File: config.mk
export PLATFORM = sky130hd
export DESIGN_NAME = tiny1_soc_top
export DESIGN_NICKNAME = d
export VERILOG_FILES = /design/src/rtl/tiny1_soc_top.sv
export SDC_FILE = /design/constraint.sdc
export NUM_CORES = 1
export LEC_CHECK = 0
export BUFFER_PORTS_ARGS = -buffer_cell sky130_fd_sc_hd__buf_2
export CAP_MARGIN = 20
export CORE_MARGIN = 2
export CORE_UTILIZATION = 56
export DETAILED_ROUTE_END_ITERATION = 12
export PLACE_DENSITY = 0.76
export SYNTH_ARGS = -nofsm -noshare
export SYNTH_HDL_FRONTEND = slang
export SYNTH_SLANG_ARGS = --single-unit
export TNS_END_PERCENT = 1
File: constraint.sdc
create_clock -name clk -period 2.03 [get_ports clk]
set_input_delay 0.406 -clock clk [delete_from_list [all_inputs] [get_ports clk]]
set_output_delay 0.406 -clock clk [all_outputs]
set_load 0.01 [all_outputs]
File: src/rtl/tiny1_soc_top.sv
// tiny1_soc_top
//   Board-level block for the LED demo: an 8-bit display register on the
//   LEDs, a heartbeat prescaler, an 8N1 UART receiver and an 8N1 UART
//   transmitter that echoes each received byte.
//
//   After reset the LEDs show a binary count that advances every
//   2^PRESC_BITS cycles. Each correctly framed byte on RXD is latched onto
//   the LEDs, which then stay frozen. The byte is echoed on TXD if the
//   transmitter is idle.
//
// Parameters
//   BAUD_DIV   clock cycles per UART bit (4 or more)
//   PRESC_BITS heartbeat prescaler width
//
// Ports
//   clk         system clock, rising edge
//   rst         synchronous reset, active high
//   RXD         UART receive line, idle high, asynchronous to clk
//   TXD         UART transmit line, idle high, registered
//   LED1..LED8  display register bits 0..7, registered
//
// RX state | meaning
// ---------+---------------------------------------------------------
// RX_IDLE  | waiting for a falling edge on the synchronised line
// RX_START | half-bit wait, then confirm the start bit is still low
// RX_DATA  | sample 8 data bits, one per bit period, LSB first
// RX_STOP  | sample stop bit; high delivers the byte, low discards it
//
// TX state | meaning
// ---------+---------------------------------------------------------
// TX_IDLE  | line high, waiting for a received byte to echo
// TX_START | start bit (0) for one bit period
// TX_DATA  | 8 data bits, LSB first, one bit period each
// TX_STOP  | stop bit (1) for one bit period
module tiny1_soc_top #(
    parameter int BAUD_DIV   = 104,
    parameter int PRESC_BITS = 10
) (
    input  logic clk,
    input  logic rst,
    input  logic RXD,
    output logic TXD,
    output logic LED1,
    output logic LED2,
    output logic LED3,
    output logic LED4,
    output logic LED5,
    output logic LED6,
    output logic LED7,
    output logic LED8
);

    localparam int CNT_W = $clog2(BAUD_DIV);
    localparam logic [CNT_W-1:0] BAUD_LAST = CNT_W'(BAUD_DIV - 1);
    localparam logic [CNT_W-1:0] HALF_LAST = CNT_W'(BAUD_DIV / 2 - 1);

    typedef enum logic [1:0] {RX_IDLE, RX_START, RX_DATA, RX_STOP} rx_state_t;
    typedef enum logic [1:0] {TX_IDLE, TX_START, TX_DATA, TX_STOP} tx_state_t;

    // ---------------------------------------------------------------
    // Display register and heartbeat
    // ---------------------------------------------------------------
    logic [PRESC_BITS-1:0] presc_q, presc_d;
    logic [7:0]            disp_q;
    logic                  hold_q;       // 0 = COUNT, 1 = HOLD
    logic                  presc_wrap;

    logic [7:0]            rx_data_q;
    logic                  rx_valid_q;

    assign presc_d    = presc_q + PRESC_BITS'(1);
    assign presc_wrap = (presc_q == '1);  // next value is 0

    always_ff @(posedge clk) begin
        if (rst) begin
            presc_q <= '0;
            disp_q  <= 8'h00;
            hold_q  <= 1'b0;
        end else begin
            presc_q <= presc_d;
            // A received byte wins over a heartbeat step in the same cycle.
            if (rx_valid_q) begin
                disp_q <= rx_data_q;
                hold_q <= 1'b1;
            end else if (!hold_q && presc_wrap) begin
                disp_q <= disp_q + 8'd1;
            end
        end
    end

    assign {LED8, LED7, LED6, LED5, LED4, LED3, LED2, LED1} = disp_q;

    // ---------------------------------------------------------------
    // RX synchroniser and falling-edge detect
    // ---------------------------------------------------------------
    // The synchroniser and edge history reset low so that a line held low
    // from reset never looks like a falling edge, and a line that is high
    // just shows a rising edge.
    logic rx_meta_q, rxs_q, rxs_prev_q;
    logic rx_fall;

    always_ff @(posedge clk) begin
        if (rst) begin
            rx_meta_q  <= 1'b0;
            rxs_q      <= 1'b0;
            rxs_prev_q <= 1'b0;
        end else begin
            rx_meta_q  <= RXD;
            rxs_q      <= rx_meta_q;
            rxs_prev_q <= rxs_q;
        end
    end

    assign rx_fall = rxs_prev_q & ~rxs_q;

    // ---------------------------------------------------------------
    // RX state machine
    // ---------------------------------------------------------------
    rx_state_t        rx_state_q;
    logic [CNT_W-1:0] rx_cnt_q;
    logic [2:0]       rx_bit_q;
    logic [7:0]       rx_shift_q;

    always_ff @(posedge clk) begin
        if (rst) begin
            rx_state_q <= RX_IDLE;
            rx_cnt_q   <= '0;
            rx_bit_q   <= 3'd0;
            rx_shift_q <= 8'h00;
            rx_data_q  <= 8'h00;
            rx_valid_q <= 1'b0;
        end else begin
            rx_valid_q <= 1'b0;
            case (rx_state_q)
                RX_IDLE: begin
                    if (rx_fall) begin
                        rx_state_q <= RX_START;
                        rx_cnt_q   <= HALF_LAST;
                    end
                end
                RX_START: begin
                    if (rx_cnt_q == '0) begin
                        if (!rxs_q) begin
                            rx_state_q <= RX_DATA;
                            rx_cnt_q   <= BAUD_LAST;
                            rx_bit_q   <= 3'd0;
                        end else begin
                            rx_state_q <= RX_IDLE;
                        end
                    end else begin
                        rx_cnt_q <= rx_cnt_q - CNT_W'(1);
                    end
                end
                RX_DATA: begin
                    if (rx_cnt_q == '0) begin
                        rx_shift_q <= {rxs_q, rx_shift_q[7:1]};
                        rx_cnt_q   <= BAUD_LAST;
                        if (rx_bit_q == 3'd7) begin
                            rx_state_q <= RX_STOP;
                        end else begin
                            rx_bit_q <= rx_bit_q + 3'd1;
                        end
                    end else begin
                        rx_cnt_q <= rx_cnt_q - CNT_W'(1);
                    end
                end
                RX_STOP: begin
                    if (rx_cnt_q == '0) begin
                        // A low stop bit is a framing error: drop the byte.
                        if (rxs_q) begin
                            rx_valid_q <= 1'b1;
                            rx_data_q  <= rx_shift_q;
                        end
                        rx_state_q <= RX_IDLE;
                    end else begin
                        rx_cnt_q <= rx_cnt_q - CNT_W'(1);
                    end
                end
                default: rx_state_q <= RX_IDLE;
            endcase
        end
    end

    // ---------------------------------------------------------------
    // TX state machine
    // ---------------------------------------------------------------
    tx_state_t        tx_state_q;
    logic [CNT_W-1:0] tx_cnt_q;
    logic [2:0]       tx_bit_q;
    logic [7:0]       tx_shift_q;
    logic             txd_q;
    logic             tx_busy;
    logic             tx_accept;

    assign tx_busy   = (tx_state_q != TX_IDLE);
    // Echo only when idle; a byte arriving mid-echo still updates the LEDs.
    assign tx_accept = rx_valid_q && !tx_busy;

    always_ff @(posedge clk) begin
        if (rst) begin
            tx_state_q <= TX_IDLE;
            tx_cnt_q   <= '0;
            tx_bit_q   <= 3'd0;
            tx_shift_q <= 8'h00;
            txd_q      <= 1'b1;
        end else begin
            case (tx_state_q)
                TX_IDLE: begin
                    txd_q <= 1'b1;
                    if (tx_accept) begin
                        tx_state_q <= TX_START;
                        tx_cnt_q   <= BAUD_LAST;
                        tx_shift_q <= rx_data_q;
                        txd_q      <= 1'b0;
                    end
                end
                TX_START: begin
                    if (tx_cnt_q == '0) begin
                        tx_state_q <= TX_DATA;
                        tx_cnt_q   <= BAUD_LAST;
                        tx_bit_q   <= 3'd0;
                        txd_q      <= tx_shift_q[0];
                        tx_shift_q <= {1'b0, tx_shift_q[7:1]};
                    end else begin
                        tx_cnt_q <= tx_cnt_q - CNT_W'(1);
                    end
                end
                TX_DATA: begin
                    if (tx_cnt_q == '0) begin
                        tx_cnt_q <= BAUD_LAST;
                        if (tx_bit_q == 3'd7) begin
                            tx_state_q <= TX_STOP;
                            txd_q      <= 1'b1;
                        end else begin
                            tx_bit_q   <= tx_bit_q + 3'd1;
                            txd_q      <= tx_shift_q[0];
                            tx_shift_q <= {1'b0, tx_shift_q[7:1]};
                        end
                    end else begin
                        tx_cnt_q <= tx_cnt_q - CNT_W'(1);
                    end
                end
                TX_STOP: begin
                    if (tx_cnt_q == '0) begin
                        tx_state_q <= TX_IDLE;
                    end else begin
                        tx_cnt_q <= tx_cnt_q - CNT_W'(1);
                    end
                end
                default: tx_state_q <= TX_IDLE;
            endcase
        end
    end

    assign TXD = txd_q;

endmodule

==> out/results.tsv <==
metric	value	unit
CP bufs+invs	1	
Avg WL per Cell	15.0	µm
Synth Area in Compound Gates	0.208	
FF+latch count, synth	72	
Inserted Diodes	0	
post-synthesis xor/xnor area fraction	0.0193	
gr ovfl total	0	
CP startpoint kind	flop	
routed vias	3170	
Fillers	506	
endpoints failing hold	0	
core region area	6310	µm²
first-pass GRT wire length	13200	µm
Clock Tree Buf Depth	2	
H-tree Lvls	3	
CTS sink cnt	72	
vias in the first global route	2967	
Routed WL	7810	µm
Post-Route Skew	0.0112	ns
setup violators final	3	
Die Width	84.5	µm
1st-iter DRT viols	174	
RSZ-0062 raised after global routing	true	
initial core utilization	0.574	
commonest non-fill, non-tap cell in the layout	dfxtp_1	
ANT nets after route	0	
Max stage delay cell, worst path	or4b_4	
period utilization	1.07	
CTS tree	built	
Placer Congestion	0.946	
CTS hold repair buffers	0	
status	finished with violations	
share of the synthesized area in the top cell type	0.398	
DRC viols	0	
Vias/cell	6.07	
failing checks	setup timing	
post-synthesis mux area share	0.0666	
router iterations before antenna repair	4	
Slew HR	0.622	
Top delay family on crit path	simple AND/OR/NAND/NOR gates	
static leakage	1.65	nW
Synth Net Count	432	
main combinational cell family by area after synthesis	compound AO/OA/AOI/OAI gates	
area of the multi-input gates	2080	µm²
max cap viols	0	
Syn Std Cell Area	3630	µm²
slack of the critical path	-0.147	ns
all-layer global routing usage	0.224	
crit end category	flop	
simple-gate area share of the yosys netlist	0.200	
Finished Core Util	0.668	
worst-path fanout max	6	
dpl ws	-0.0296	ns
type of the worst min-delay path	primary input to flop	
Async S/R FF share, synth	0	
largest net degree at the start of global routing	54	
total power draw	0.00507	W
synthesized area per cell	8.84	µm²
most frequent cells in the layout	dfxtp_1 (70), nor2_1 (49), nand2_1 (25), buf_4 (25), mux2i_1 (23)	
TritonCTS Buffers	9	
clock latency on the worst-skew pair	0.36	ns
unique cell type count in the Yosys netlist	66	
EDFF count, synth	0	
Largest stage delay, worst path	0.49	ns
critical path arrival	2.47	ns
Main synth FF type	dfxtp_1	
Clk pin slew, worst setup/hold paths	0.08	ns
Ys Warns	0	
ratio of cells with drive above 1 in the final layout	0.187	
sequential share of the synthesized area	0.398	
critical path class	flop to flop	
Synth area leaders	dfxtp_1 (40%), ha_1 (6.6%), mux2i_1 (6.3%)	
Reg area	1440	µm²
Die ar.	7130	µm²
Chip Height	84.5	µm
peak supply drop	1030	µV
fmax	459	MHz
antenna violations before repair	0	
IO Pins	12	
cell taking the most area after synthesis	dfxtp_1	
Final Max Tran Viols	0	
Synth Area in Adders	0.0656	
Crit path required time	2.32	ns
num rows	29	
Syn Inst Count	410	
Cell Chain, Critical Path	inv_1 -> ha_1 -> or4b_4 -> or4_4 -> or3b_1 -> a21oi_2	
power per cell area	1200	nW/µm²
CTS root buffer	clkbuf_8	
Period minus WS final	2.18	ns
IO buf count	11	
final net count	462	
Worst Tran Pin Value	0.567	ns
Post-DP HPWL	5130	µm
Area Overhead vs Synth	16.3	%
[Yosys cell counts (3+ instances only)]
cell,instances
nor2b_1,7
a21o_1,4
nand2_1,25
ha_1,19
or3_1,4
nor4_1,4
clkbuf_1,15
nor3_1,9
a22o_1,3
o21ai_0,20
a21oi_1,23
a211oi_1,3
xnor2_1,6
a311oi_1,12
and3_1,3
nand3_1,7
nand2b_1,4
o311ai_0,3
a31oi_1,7
or4_1,5
or2_2,4
nor4b_1,3
dfxtp_1,72
nor2_1,49
a221oi_1,3
o31ai_1,6
mux2i_1,23
inv_1,20
[state kept, by name, summed over array words and instances, names as in the netlist, named ones only]
register    flops
presc_q        10
disp_q          8
rx_data_q       8
rx_shift_q      8
tx_shift_q      8
rx_cnt_q        7
tx_cnt_q        7
rx_bit_q        3
tx_bit_q        3
tx_state_q      2
TXD             1
hold_q          1
rx_meta_q       1
rx_state_q      1
rx_valid_q      1
rxs_prev_q      1
rxs_q           1
[logic make-up after synthesis]
| family | after synthesis |
|---|---|
| multiplexers | 24 |
| AND/OR/NAND/NOR | 140 |
| adder cells (fa/ha/maj) | 19 |
| AO/OA/AOI/OAI | 108 |
| XOR/XNOR | 8 |
| flip-flops | 72 |
| buffers and inverters | 39 |
[worst paths after layout]
kind                                                  to                     start  cells after the start  slack [ns]
worst max-delay path            rx_bit_q[0]$_SDFFE_PP0P_  rx_cnt_q[1]$_SDFFE_PP0P_                      6       -0.15
worst min-delay path                rx_meta_q$_SDFF_PP0_                       RXD                      2        0.25
worst max register to register  rx_bit_q[0]$_SDFFE_PP0P_  rx_cnt_q[1]$_SDFFE_PP0P_                      6       -0.15
worst min register to register     presc_q[0]$_SDFF_PP0_     presc_q[0]$_SDFF_PP0_                      1        0.42
[metrics by stage]
step / setup TNS [ns] / hold WS [ns] / cells / area, µm²
after floorplan: -0.0372 / 0.414 / 410 / 3630
after global placement: -0.00731 / 0.418 / 506 / 3910
after detailed placement: -0.0358 / 0.437 / 506 / 3910
after CTS: -0.0375 / 0.252 / 522 / 4160
after global routing: -1.13 / 0.258 / 522 / 4220
final: -0.266 / 0.254 / 522 / 4220
[where the power goes]
group	internal [W]	switching, W	total, W
clock network	0.000823	0.000568	0.00139
logic	0.000867	0.00104	0.00191
registers	0.00159	0.000177	0.00177
[final cells by class]
type | count | area share
inverter | 20 | 0.0178
timing repair buffer | 38 | 0.0650
clock inverter | 6 | 0.0273
sequential | 72 | 0.343
multi-input combinational | 299 | 0.494
tap | 77 | 0.0229
clock buffer | 10 | 0.0303
[per-layer routing]
| metal | track usage | vias to the layer above | share of wire |
|---|---|---|---|
| met3 | 0.0501 | 22 | 0.048 |
| met4 | 0.0952 | 0 | 0.026 |
| li1 | - | 1559 | - |
| met1 | 0.301 | 1505 | 0.48 |
| met5 | 0 | - | 0 |
| met2 | 0.348 | 84 | 0.45 |
[what timing repair did]
action	4_1_cts	5_1_grt
hold endpoints to repair	0	0
endpoints found under the setup margin	3	35
gates resized for setup	2	11
setup buffers	0	0
No activity file was read; power rests on OpenSTA's default activity.
